`config.mk`:
```
export PLATFORM = sky130hd
export DESIGN_NAME = trap_arbiter
export DESIGN_NICKNAME = d
export VERILOG_FILES = /design/src/rtl/trap_arbiter_pkg.sv /design/src/rtl/trap_arbiter_priority_encoder.sv /design/src/rtl/trap_arbiter.sv
export SDC_FILE = /design/constraint.sdc
export NUM_CORES = 1
export LEC_CHECK = 0
export BUFFER_PORTS_ARGS = -buffer_cell sky130_fd_sc_hd__buf_2
export CORE_MARGIN = 1.5
export CORE_UTILIZATION = 45
export CTS_CLUSTER_SIZE = 40
export DETAILED_ROUTE_END_ITERATION = 16
export GPL_TIMING_DRIVEN = 0
export PLACE_DENSITY = 0.89
export SLEW_MARGIN = 30
export SYNTH_ARGS = -nofsm -noshare
export SYNTH_HDL_FRONTEND = slang
export SYNTH_HIERARCHICAL = 1
export SYNTH_SLANG_ARGS = --single-unit
```
`constraint.sdc`:
```
create_clock -name clk -period 3.2 [get_ports clk]
set_clock_uncertainty 0.2 [all_clocks]
set_input_delay 0.64 -clock clk [delete_from_list [all_inputs] [get_ports clk]]
set_output_delay 0.64 -clock clk [all_outputs]
set_load 0.05 [all_outputs]
```
`src/rtl/trap_arbiter_pkg.sv`:
```
// Shared constants for the trap arbiter: cause codes, exc_vec bit indices,
// the 2-bit FSM state encoding and the mstatus.MIE bit position.
package trap_arbiter_pkg;

    localparam int EXC_IAM   = 0;
    localparam int EXC_IAF   = 1;
    localparam int EXC_ILL   = 2;
    localparam int EXC_BRK   = 3;
    localparam int EXC_ECALL = 4;
    localparam int EXC_LAM   = 5;
    localparam int EXC_LAF   = 6;
    localparam int EXC_SAM   = 7;
    localparam int EXC_SAF   = 8;

    localparam logic [31:0] CAUSE_MISALIGNED_FETCH    = 32'd0;
    localparam logic [31:0] CAUSE_FETCH_ACCESS        = 32'd1;
    localparam logic [31:0] CAUSE_ILLEGAL_INSTRUCTION = 32'd2;
    localparam logic [31:0] CAUSE_BREAKPOINT          = 32'd3;
    localparam logic [31:0] CAUSE_MISALIGNED_LOAD     = 32'd4;
    localparam logic [31:0] CAUSE_LOAD_ACCESS         = 32'd5;
    localparam logic [31:0] CAUSE_MISALIGNED_STORE    = 32'd6;
    localparam logic [31:0] CAUSE_STORE_ACCESS        = 32'd7;
    localparam logic [31:0] CAUSE_USER_ECALL          = 32'd8;

    localparam int IRQ_MSI_BIT = 3;
    localparam int IRQ_MTI_BIT = 7;
    localparam int IRQ_MEI_BIT = 11;

    localparam logic [31:0] CAUSE_IRQ_M_SOFT  = 32'h8000_0003;
    localparam logic [31:0] CAUSE_IRQ_M_TIMER = 32'h8000_0007;
    localparam logic [31:0] CAUSE_IRQ_M_EXT   = 32'h8000_000B;

    localparam logic [31:0] BADADDR_USE_PC = 32'hFFFF_FFFF;

    localparam int          MSTATUS_MIE_BIT = 3;
    localparam logic [1:0]  PRIV_M          = 2'b11;

    typedef enum logic [1:0] {
        ST_IDLE  = 2'd0,
        ST_ISSUE = 2'd1,
        ST_WAIT  = 2'd2,
        ST_SLEEP = 2'd3
    } state_e;

endpackage

```
`src/rtl/trap_arbiter_priority_encoder.sv`:
```
// Combinational trap selector: fixed-priority exception pick, falling back
// to the highest-priority pending interrupt.
module trap_priority_encoder
    import trap_arbiter_pkg::*;
(
    input  logic [8:0]  exc_vec,
    input  logic [31:0] pend,
    input  logic [1:0]  privilege_mode,
    input  logic [31:0] exc_tval,
    output logic        sel_valid,
    output logic [31:0] sel_cause,
    output logic [31:0] sel_badaddr
);

    logic unused_pend;
    assign unused_pend = ^{pend[31:12], pend[10:8], pend[6:4], pend[2:0]};

    always_comb begin
        sel_valid   = 1'b1;
        sel_cause   = '0;
        sel_badaddr = exc_tval;
        if (exc_vec[EXC_BRK]) begin
            sel_cause   = CAUSE_BREAKPOINT;
            sel_badaddr = BADADDR_USE_PC;
        end else if (exc_vec[EXC_IAF]) begin
            sel_cause = CAUSE_FETCH_ACCESS;
        end else if (exc_vec[EXC_ILL]) begin
            sel_cause = CAUSE_ILLEGAL_INSTRUCTION;
        end else if (exc_vec[EXC_IAM]) begin
            sel_cause = CAUSE_MISALIGNED_FETCH;
        end else if (exc_vec[EXC_ECALL]) begin
            // ECALL codes 8..11 track the privilege the call came from
            sel_cause   = CAUSE_USER_ECALL + {30'b0, privilege_mode};
            sel_badaddr = '0;
        end else if (exc_vec[EXC_SAM]) begin
            sel_cause = CAUSE_MISALIGNED_STORE;
        end else if (exc_vec[EXC_LAM]) begin
            sel_cause = CAUSE_MISALIGNED_LOAD;
        end else if (exc_vec[EXC_SAF]) begin
            sel_cause = CAUSE_STORE_ACCESS;
        end else if (exc_vec[EXC_LAF]) begin
            sel_cause = CAUSE_LOAD_ACCESS;
        end else if (pend[IRQ_MEI_BIT]) begin
            sel_cause   = CAUSE_IRQ_M_EXT;
            sel_badaddr = '0;
        end else if (pend[IRQ_MSI_BIT]) begin
            sel_cause   = CAUSE_IRQ_M_SOFT;
            sel_badaddr = '0;
        end else if (pend[IRQ_MTI_BIT]) begin
            sel_cause   = CAUSE_IRQ_M_TIMER;
            sel_badaddr = '0;
        end else begin
            sel_valid   = 1'b0;
            sel_badaddr = '0;
        end
    end

endmodule

```
`src/rtl/trap_arbiter.sv`:
```
// Trap arbiter/sequencer ahead of the CSR exception handler.
// Define TRAP_ARBITER_WFI_EN to build the WFI sleep state.
module trap_arbiter
    import trap_arbiter_pkg::*;
#(
    parameter logic [31:0] IRQ_MASK = 32'h0000_0888
) (
    input  logic        clk,
    input  logic        resetn,
    input  logic        insn_boundary,
    input  logic        exc_valid,
    input  logic [8:0]  exc_vec,
    input  logic [31:0] exc_tval,
    input  logic [31:0] mip,
    input  logic [31:0] mie,
    input  logic [31:0] mstatus,
    input  logic [1:0]  privilege_mode,
    input  logic        wfi,
    input  logic        redirect_done,
    output logic        exception_event,
    output logic [31:0] cause,
    output logic [31:0] badaddr,
    output logic        busy,
    output logic        wfi_sleep
);

    state_e      state_q, state_d;
    logic        exception_event_q, exception_event_d;
    logic [31:0] cause_q, cause_d;
    logic [31:0] badaddr_q, badaddr_d;
    logic        busy_q, busy_d;
    logic        wfi_sleep_q, wfi_sleep_d;

    logic [31:0] pend;
    logic        irq_en;
    logic [8:0]  exc_vec_eff;
    logic [31:0] pend_eff;
    logic        sel_valid;
    logic [31:0] sel_cause;
    logic [31:0] sel_badaddr;
    logic        unused_in;

    assign unused_in = ^{mstatus[31:4], mstatus[2:0], wfi};

    assign pend   = mip & mie & IRQ_MASK;
    assign irq_en = (privilege_mode != PRIV_M) || mstatus[MSTATUS_MIE_BIT];

    // Mask sources here so the encoder's choice is already the one to take
    assign exc_vec_eff = exc_valid ? exc_vec : '0;
    assign pend_eff    = (insn_boundary && irq_en) ? pend : '0;

    trap_priority_encoder u_prio (
        .exc_vec        (exc_vec_eff),
        .pend           (pend_eff),
        .privilege_mode (privilege_mode),
        .exc_tval       (exc_tval),
        .sel_valid      (sel_valid),
        .sel_cause      (sel_cause),
        .sel_badaddr    (sel_badaddr)
    );

    always_comb begin
        state_d   = state_q;
        cause_d   = cause_q;
        badaddr_d = badaddr_q;
        case (state_q)
            ST_IDLE: begin
                if (sel_valid) begin
                    state_d   = ST_ISSUE;
                    cause_d   = sel_cause;
                    badaddr_d = sel_badaddr;
                end
`ifdef TRAP_ARBITER_WFI_EN
                else if (wfi) begin
                    state_d = ST_SLEEP;
                end
`endif
            end
            ST_ISSUE: state_d = ST_WAIT;
            ST_WAIT: begin
                if (redirect_done) state_d = ST_IDLE;
            end
`ifdef TRAP_ARBITER_WFI_EN
            // Wake on any pending interrupt, regardless of MIE
            ST_SLEEP: begin
                if (|pend) state_d = ST_IDLE;
            end
`endif
            default: state_d = ST_IDLE;
        endcase
        exception_event_d = (state_d == ST_ISSUE);
        busy_d            = (state_d != ST_IDLE);
`ifdef TRAP_ARBITER_WFI_EN
        wfi_sleep_d = (state_d == ST_SLEEP);
`else
        wfi_sleep_d = 1'b0;
`endif
    end

    always_ff @(posedge clk or negedge resetn) begin
        if (!resetn) begin
            state_q           <= ST_IDLE;
            exception_event_q <= 1'b0;
            cause_q           <= '0;
            badaddr_q         <= '0;
            busy_q            <= 1'b0;
            wfi_sleep_q       <= 1'b0;
        end else begin
            state_q           <= state_d;
            exception_event_q <= exception_event_d;
            cause_q           <= cause_d;
            badaddr_q         <= badaddr_d;
            busy_q            <= busy_d;
            wfi_sleep_q       <= wfi_sleep_d;
        end
    end

    assign exception_event = exception_event_q;
    assign cause           = cause_q;
    assign badaddr         = badaddr_q;
    assign busy            = busy_q;
    assign wfi_sleep       = wfi_sleep_q;

endmodule

```
==> results of run 1 <==
[final cells by class]
cell class / count / area [um^2]
buffer: 43 / 343
clock buffer: 11 / 151
clock inverter: 5 / 83.8
fill: 620 / 2810
inverter: 2 / 7.51
multi-input combinational: 168 / 1370
sequential: 68 / 1700
tap: 99 / 124
timing repair buffer: 121 / 623
[state kept, by name (all words and copies together), names as in the netlist]
| name | count |
|---|---|
| cause | 32 |
| busy | 1 |
| state_q | 2 |
| badaddr | 32 |
| exception_event | 1 |
[power breakdown]
group / total (W) / internal, W / switching [W] / leakage (nW)
clock: 0.000801 / 0.000483 / 0.000319 / 0.112
combinational: 0.00294 / 0.000861 / 0.00208 / 1.24
sequential: 0.00151 / 0.00130 / 0.000209 / 0.794
[how the worst max path moves through the flow]
| stage | from | end |
|---|---|---|
| 2_1_floorplan | exc_vec[0] | badaddr[0] |
| 3_3_place_gp | exc_valid | badaddr[29] |
| 3_5_place_dp | exc_valid | badaddr[16] |
| 4_1_cts | exc_valid | badaddr[16] |
| 5_1_grt | mstatus[3] | badaddr[10] |
| 6_report | mstatus[3] | badaddr[16] |
[kinds of logic (layout without fill, tap and decap cells)]
group                  count (synthesis)  in the layout  synth area share
and+or+nand+nor                       34             34            0.0685
AOI/OAI and AO/OA                     42             42            0.0959
other                                  2             28           0.00226
buffers and inverters                 45            182             0.105
muxes                                 64             64             0.217
DFF                                   68             68             0.511
[cells in the final DEF (no fill, tap or decap), types with 2 or more instances in the layout]
| master | n |
|---|---|
| bufinv_16 | 2 |
| or4_4 | 2 |
| o21ai_0 | 2 |
| buf_6 | 9 |
| nor4_1 | 3 |
| inv_1 | 2 |
| and4b_1 | 2 |
| clkbuf_1 | 3 |
| mux2_2 | 15 |
| dfrtp_1 | 68 |
| conb_1 | 28 |
| o21a_1 | 32 |
| and2_1 | 9 |
| buf_4 | 31 |
| a21oi_1 | 3 |
| nor3_1 | 2 |
| clkinvlp_4 | 2 |
| nor2_1 | 5 |
| mux2_1 | 49 |
| clkbuf_8 | 11 |
| buf_2 | 120 |
[metal layers]
layer  vias up  global-route usage
li1       1161                   -
met1      1126               0.194
met2        77               0.290
met3         8              0.0462
met4         0              0.0671
met5         -                   0
[metrics by stage]
step	hold WS, ps	total power [W]	cell area [um^2]	cells
global placement	263	0.00441	4150	500
CTS	62.3	0.00532	4410	517
detailed placement	269	0.00450	4170	501
finish	62.0	0.00525	4410	517
floorplan	144	0.00381	3420	281
global route	74.3	0.00552	4410	517
==> flow_summary.ini, run 1 <==
[die]
dieArea_um2 = 7920
ios = 212
rows = 31
design.core.area_um2 = 7210
die_h_um = 89.0
die_w_um = 89.0
start_util = 0.461

[clock_tree]
cts_tree = yes
ctsResizeCount = 0
cts_root_buf = clkbuf_8
hold_buffers = 0
insertion_delay_ps = 330
h-tree-depth = 3
postCtsSetupRepairBufs = 0
clk_transition_reported_paths_ps = 70
numCtsBuffers = 9
cts_max_path_buffers = 2
cts_num_sinks = 68

[detailed_routing]
vias = 2372
vias_per_cell = 4.59
drcViolationCount = 0
met1_length_mm = 2.90
top_layer = met4
routedWlPerCell_um = 13.2
dr_wl_met2_mm = 3.47
wl_mm = 6.83
wl_met3_um = 392
first_iter_violations = 82
final_antenna_net_count = 0
firstDrtPassIters = 4

[sta]
max_slew.worst_pin.slew_ps = 569
fmax_mhz = 340
setup_slack_ps = 258
setup_tns_ps = 0
period_minus_slack_ps = 2940
finalCritPeriodShare = 0.920
setup_viol = 0
slew_headroom = 0.617
rsz0062_at_grt = no
hold_viol_final = 0
slew_violations = 0

[setup_path]
rrSetupSlack_ps = 1470
critPathTopFamily = simple AND/OR/NAND/NOR gates
rr_worst_depth = 4
worst-path-buf-inv = 3
worst-path-stages = 9
crit_path_end_kind = register
r2r_end = badaddr[16]
crit_type = input port to register
cp-start-kind = input port
cp.arrival_ps = 2950
critPathMaxStageDelay_ps = 450
r2r_start = state_q[1]
crit_fanout = 10
cp.required_ps = 3210
path_cells = buf_2 -> and3b_1 -> and4b_1 -> or3_1 -> or4_4 -> nor3b_2 -> buf_4 -> buf_6 -> mux2_1
cp_slowest_cell = or4_4

[run_status]
status = finished clean

[logic_synthesis]
synth_warnings = 6
synth.avg_cell_area_um2 = 13.0
syn-instance-count = 255
ys_seq_area_frac = 0.511
ys_top_cells_by_area = dfrtp_1, mux2_1, o21a_1, buf_4, mux2_2
synth_common_cells = dfrtp_1, mux2_1, o21a_1
async_flop_share = 1.00
syn_area_um2 = 3330
ys_seq_elements = 68
netlist.top_cell.by_area = dfrtp_1
synth-edff-count = 0
synth.distinct_cells = 34
synth_ff_type = dfrtp_1
yosysMostFrequentCell = dfrtp_1
synth_top_area_frac = 0.511

[layout]
syn_to_final_growth_pct = 32.5
fin_util = 0.611
num_antenna_cells = 0
drive_gt1_frac = 0.471
nets = 558

[placed_design]
io_buffers = 120
post-dp-hpwl_mm = 5.16
place_congestion = 0.803
place_ws_ps = -86.6

[grt]
first_global_vias = 2272
grt_start_max_net_pins = 36
antenna_found_initial = 0
track_usage = 0.166
grt_overflow = 0
grt_pass1_wl_mm = 10.1

[flow_run]
cap_viol_max_count = 0

[power]
leakagePower_nw = 2.15
vdd_drop_max_mv = 0.732
p_per_area_nw_per_um2 = 1190

[min_path]
min_path_type = input port to async pin
Power figures use the tool's default switching activity.
==> run 2: changes to the inputs <==
--- a/config.mk
+++ b/config.mk
@@ -7,11 +7,11 @@
 export LEC_CHECK = 0
 export BUFFER_PORTS_ARGS = -buffer_cell sky130_fd_sc_hd__buf_2
 export CORE_MARGIN = 1.5
-export CORE_UTILIZATION = 45
+export CORE_UTILIZATION = 39
 export CTS_CLUSTER_SIZE = 40
 export DETAILED_ROUTE_END_ITERATION = 16
 export GPL_TIMING_DRIVEN = 0
-export PLACE_DENSITY = 0.89
+export PLACE_DENSITY = 0.82
 export SLEW_MARGIN = 30
 export SYNTH_ARGS = -nofsm -noshare
 export SYNTH_HDL_FRONTEND = slang
==> constraint.sdc (replaced) <==
create_clock -name clk -period 2.65 [get_ports clk]
set_clock_uncertainty 0.2 [all_clocks]
set_input_delay 0.53 -clock clk [delete_from_list [all_inputs] [get_ports clk]]
set_output_delay 0.53 -clock clk [all_outputs]
set_load 0.05 [all_outputs]
==> run 2 against run 1 <==
Net effect:
- final cell count grew 2.7%
- the flow now finishes with violations (negative setup slack)
- clock-buffer cell count is 3 higher
- sequential power grew 23%
- critical path type unchanged
- routed wire length grew 7.1%
- die area is 15% higher
- clock power is 1% lower
==> flow_summary.ini, run 2 (same netlist as run 1, synthesis figures left out) <==
[run_status]
status = finished, violations left
failed_checks = negative setup slack

[grt]
grt_start_max_net_pins = 36
track_usage = 0.168
grt_pass1_wl_mm = 11.6
grt_overflow = 0
antenna_found_initial = 0
first_global_vias = 2432

[min_path]
min_path_type = register to register

[setup_path]
cp.arrival_ps = 2730
startpoint = mstatus[3]
r2r_start = state_q[1]
cp-start-kind = input port
rr_worst_depth = 5
crit_fanout = 10
rrSetupSlack_ps = 760
crit_path_end_kind = register
r2r_end = cause[14]
crit_type = input port to register
crit_end = badaddr[15]
cp.required_ps = 2660

[die]
design.core.area_um2 = 8260
rows = 33
start_util = 0.403
dieArea_um2 = 9090
die_h_um = 95.4
die_w_um = 95.4
ios = 212

[detailed_routing]
vias = 2446
first_iter_violations = 66
wl_mm = 7.32
routedWlPerCell_um = 13.8
final_antenna_net_count = 0
vias_per_cell = 4.61
drcViolationCount = 0
firstDrtPassIters = 4

[sta]
slew_headroom = 0.556
hold_viol_final = 0
setup_tns_ps = -2150
holdWs_ps = 278
fmax_mhz = 368
finalCritPeriodShare = 1.03
max_slew.worst_pin.slew_ps = 659
setup_viol = 48
period_minus_slack_ps = 2720
rsz0062_at_grt = yes
slew_violations = 0
setup_slack_ps = -68.3

[clock_tree]
numCtsBuffers = 9
insertion_delay_ps = 330
cts_root_buf = clkbuf_8
cts_num_sinks = 68
clk_transition_reported_paths_ps = 70
cts_max_path_buffers = 2
h-tree-depth = 3
cts_tree = yes

[layout]
drive_gt1_frac = 0.570
layout_commonest_cell = buf_2
nets = 567
layout_common_cells = buf_2, dfrtp_1, buf_4, mux2_4, o21a_1
stdcell_count = 531
num_antenna_cells = 0
syn_to_final_growth_pct = 40.3
fin_util = 0.565
fill_cells = 716

[power]
leakagePower_nw = 2.34
vdd_drop_max_mv = 0.719
p_per_area_nw_per_um2 = 1470

[flow_run]
cap_viol_max_count = 0

[placed_design]
io_buffers = 120
post-dp-hpwl_mm = 5.11
place_congestion = 0.734
dp.cells = 507
==> run 2: changes by cell type in the layout (fill, tap and decap cells not counted), sizes merged <==
cell / previous run / this run
bufinv: 2 / 0
dlygate4sd3: 0 / 1
buf: 161 / 169
clkbuf: 14 / 17
clkinvlp: 2 / 0
==> run 2: metrics by stage <==
stage	instance area, um^2	worst slack [ps]	power (W)
6_report	4670	-68.3	0.00684
5_1_grt	4670	-95.3	0.00720
4_1_cts	4630	-54.8	0.00682
3_5_place_dp	4210	-489	0.00551
3_3_place_gp	4190	-453	0.00540
2_1_floorplan	3460	-171	0.00467
==> run 2: timing repair <==
item | in CTS | in global routing
hold endpoints to repair | 33 | 0
setup endpoints to repair | 35 | 49
hold buffers | 1 | 0
gates cloned | 3 | 0
resized for setup | 37 | 9
setup buffers | 6 | 0
pin swaps | 2 | 0
==> run 2: final cells by class <==
| class | count | area (um^2) | share of cell area |
|---|---|---|---|
| flip-flops and latches | 68 | 1700 | 0.365 |
| multi-input cells | 168 | 1520 | 0.326 |
| repair buffers | 131 | 757 | 0.162 |
| plain buffers | 42 | 359 | 0.0769 |
| clock buffers | 14 | 183 | 0.0391 |
| well taps | 105 | 131 | 0.0281 |
| inverters | 2 | 7.51 | 0.00161 |
| clock inverters | 1 | 5.00 | 0.00107 |
==> run 2: worst min path at each step <==
stage / start / endpoint / slack, ps / depth (start not counted)
6_report: cause[8] / cause[8] / 280 / 1
5_1_grt: exc_tval[16] / badaddr[16] / 300 / 3
4_1_cts: cause[8] / cause[8] / 280 / 1
3_5_place_dp: badaddr[2] / badaddr[2] / 270 / 1
3_3_place_gp: badaddr[25] / badaddr[25] / 260 / 1
2_1_floorplan: resetn / badaddr[0] / 30 / 0
==> run 2: power breakdown <==
group	internal [W]	switching, W	total, W
clock network	0.000436	0.000357	0.000793
logic	0.00154	0.00266	0.00420
registers	0.00157	0.000278	0.00185
==> run 2: worst max-delay path, stage by stage <==
cell and delay, ps:
buf_6 90, and3b_2 260, and4b_1 210, or3_4 390, or4_4 440, nor3b_4 190, buf_6 160, buf_12 150
mux2_1 310
==> run 2: layer usage <==
layer / up-vias / share of wire / global-route usage
li1: 1187 / - / -
met1: 1157 / 0.44 / 0.209
met2: 90 / 0.48 / 0.276
met3: 12 / 0.059 / 0.0391
met4: 0 / 0.019 / 0.0771
met5: - / 0 / 0
==> run 3: changes to the inputs <==
--- a/config.mk
+++ b/config.mk
@@ -5,7 +5,7 @@
 export SDC_FILE = /design/constraint.sdc
 export NUM_CORES = 1
 export LEC_CHECK = 0
-export BUFFER_PORTS_ARGS = -buffer_cell sky130_fd_sc_hd__buf_2
+export BUFFER_PORTS_ARGS = -buffer_cell sky130_fd_sc_hd__clkbuf_2
 export CORE_MARGIN = 1.5
 export CORE_UTILIZATION = 39
 export CTS_CLUSTER_SIZE = 40
==> run 3 against run 2 <==
Net effect:
- the run still ends with negative setup slack left
- combinational power is 2% lower
- routed wire length grew 1.2%
- clock power rose by 17%
- non-clock buffer count up 2
- utilization grew 0.38 points
- largest cell class unchanged
==> flow_summary.ini, run 3 (same netlist as run 1, synthesis figures left out) <==
[min_path]
min_path_type = register to register

[layout]
fill_cells = 707
drive_gt1_frac = 0.566
num_antenna_cells = 0
nets = 569
stdcell_count = 534
syn_to_final_growth_pct = 41.3
fin_util = 0.569
layout_common_cells = clkbuf_2, dfrtp_1, buf_4, o21a_1, mux2_4
layout_commonest_cell = clkbuf_2

[die]
design.core.area_um2 = 8260
dieArea_um2 = 9090
die_w_um = 95.4
rows = 33
ios = 212
die_h_um = 95.4
start_util = 0.403

[setup_path]
cp.required_ps = 2660
critPathMaxStageDelay_ps = 430
critPathTopFamily = simple AND/OR/NAND/NOR gates
cp_slowest_cell = or4_4
path_cells = buf_6 -> and3b_2 -> and4b_1 -> or3_4 -> or4_4 -> nor3b_4 -> buf_8 -> clkbuf_16 -> mux2_1
crit_type = input port to register
worst-path-buf-inv = 3
cp-start-kind = input port
crit_fanout = 5
crit_path_end_kind = register
cp.arrival_ps = 2730

[clock_tree]
cts_root_buf = clkbuf_8
cts_max_path_buffers = 2
cts_num_sinks = 68
insertion_delay_ps = 320
clk_transition_reported_paths_ps = 70
numCtsBuffers = 9
h-tree-depth = 3
cts_tree = yes

[run_status]
failed_checks = negative setup slack
status = finished, violations left

[grt]
grt_start_max_net_pins = 36
grt_pass1_wl_mm = 11.0
antenna_found_initial = 0
first_global_vias = 2347
grt_overflow = 0
track_usage = 0.161

[power]
leakagePower_nw = 2.38
vdd_drop_max_mv = 0.702
p_per_area_nw_per_um2 = 1470

[detailed_routing]
wl_mm = 7.40
routedWlPerCell_um = 13.9
vias_per_cell = 4.68
final_antenna_net_count = 0
dr_wl_met2_mm = 3.70
met1_length_mm = 3.18
drcViolationCount = 0
wl_met3_um = 438
vias = 2497
firstDrtPassIters = 4
first_iter_violations = 86
top_layer = met4

[sta]
fmax_mhz = 368
period_minus_slack_ps = 2720
slew_violations = 0
hold_viol_final = 0
setup_viol = 38
setup_slack_ps = -68.1
finalCritPeriodShare = 1.03
slew_headroom = 0.564
max_slew.worst_pin.slew_ps = 648
rsz0062_at_grt = yes

[placed_design]
dp.cells = 507
post-dp-hpwl_mm = 5.18
place_congestion = 0.751
io_buffers = 120

[flow_run]
cap_viol_max_count = 0
[run 3: area by class of cell]
type / instances / area (um^2) / share of cell area
Clock buffer: 11 / 141 / 0.0301
Timing Repair Buffer: 134 / 788 / 0.168
Inverter: 2 / 7.51 / 0.00160
Multi-Input combinational cell: 168 / 1510 / 0.322
Buffer: 41 / 343 / 0.0729
Sequential cell: 68 / 1700 / 0.362
Tap cell: 105 / 131 / 0.0280
Clock inverter: 5 / 75.1 / 0.0160
[run 3: report_power, final]
| group | internal, W | switching, W | total [W] |
|---|---|---|---|
| clock | 0.000551 | 0.000378 | 0.000929 |
| sequential | 0.00157 | 0.000296 | 0.00187 |
| combinational | 0.00149 | 0.00264 | 0.00413 |
| total | 0.00361 | 0.00332 | 0.00693 |
[run 3: what timing repair did]
action | CTS | global route
endpoints found under the hold margin | 34 | 0
hold buffers | 1 | 0
endpoints found under the setup margin | 35 | 47
buffers inserted | 6 | 3
resized for setup | 14 | 25
cloned | 0 | 3
[run 3: per-layer routing]
metal,vias up,track usage
li1,1185,-
met1,1205,0.187
met2,93,0.276
met3,14,0.0542
met4,0,0.0522
met5,-,0
[run 3: through the flow]
stage	TNS, ps	worst slack (ps)	cell area, um^2	power (W)	hold slack, ps
2_1_floorplan	-6030	-171	3460	0.00467	34.4
3_3_place_gp	-21450	-436	4190	0.00540	267
3_5_place_dp	-22570	-469	4210	0.00551	274
4_1_cts	-254	-28.2	4520	0.00661	288
5_1_grt	-1700	-74.3	4700	0.00728	301
6_report	-1490	-68.1	4700	0.00693	286
[run 3: path summary, 6_finish.rpt]
kind / from / to / slack [ps] / cells after the start
setup reg to reg: state_q[1] / cause[7] / 790 / 5
min in group asynchronous: resetn / badaddr[29] / 520 / 2
setup / recovery: mstatus[3] / badaddr[21] / -70 / 9
max in group asynchronous: resetn / state_q[1] / 1160 / 3
hold / removal: badaddr[26] / badaddr[26] / 290 / 1
hold reg to reg: badaddr[26] / badaddr[26] / 290 / 1
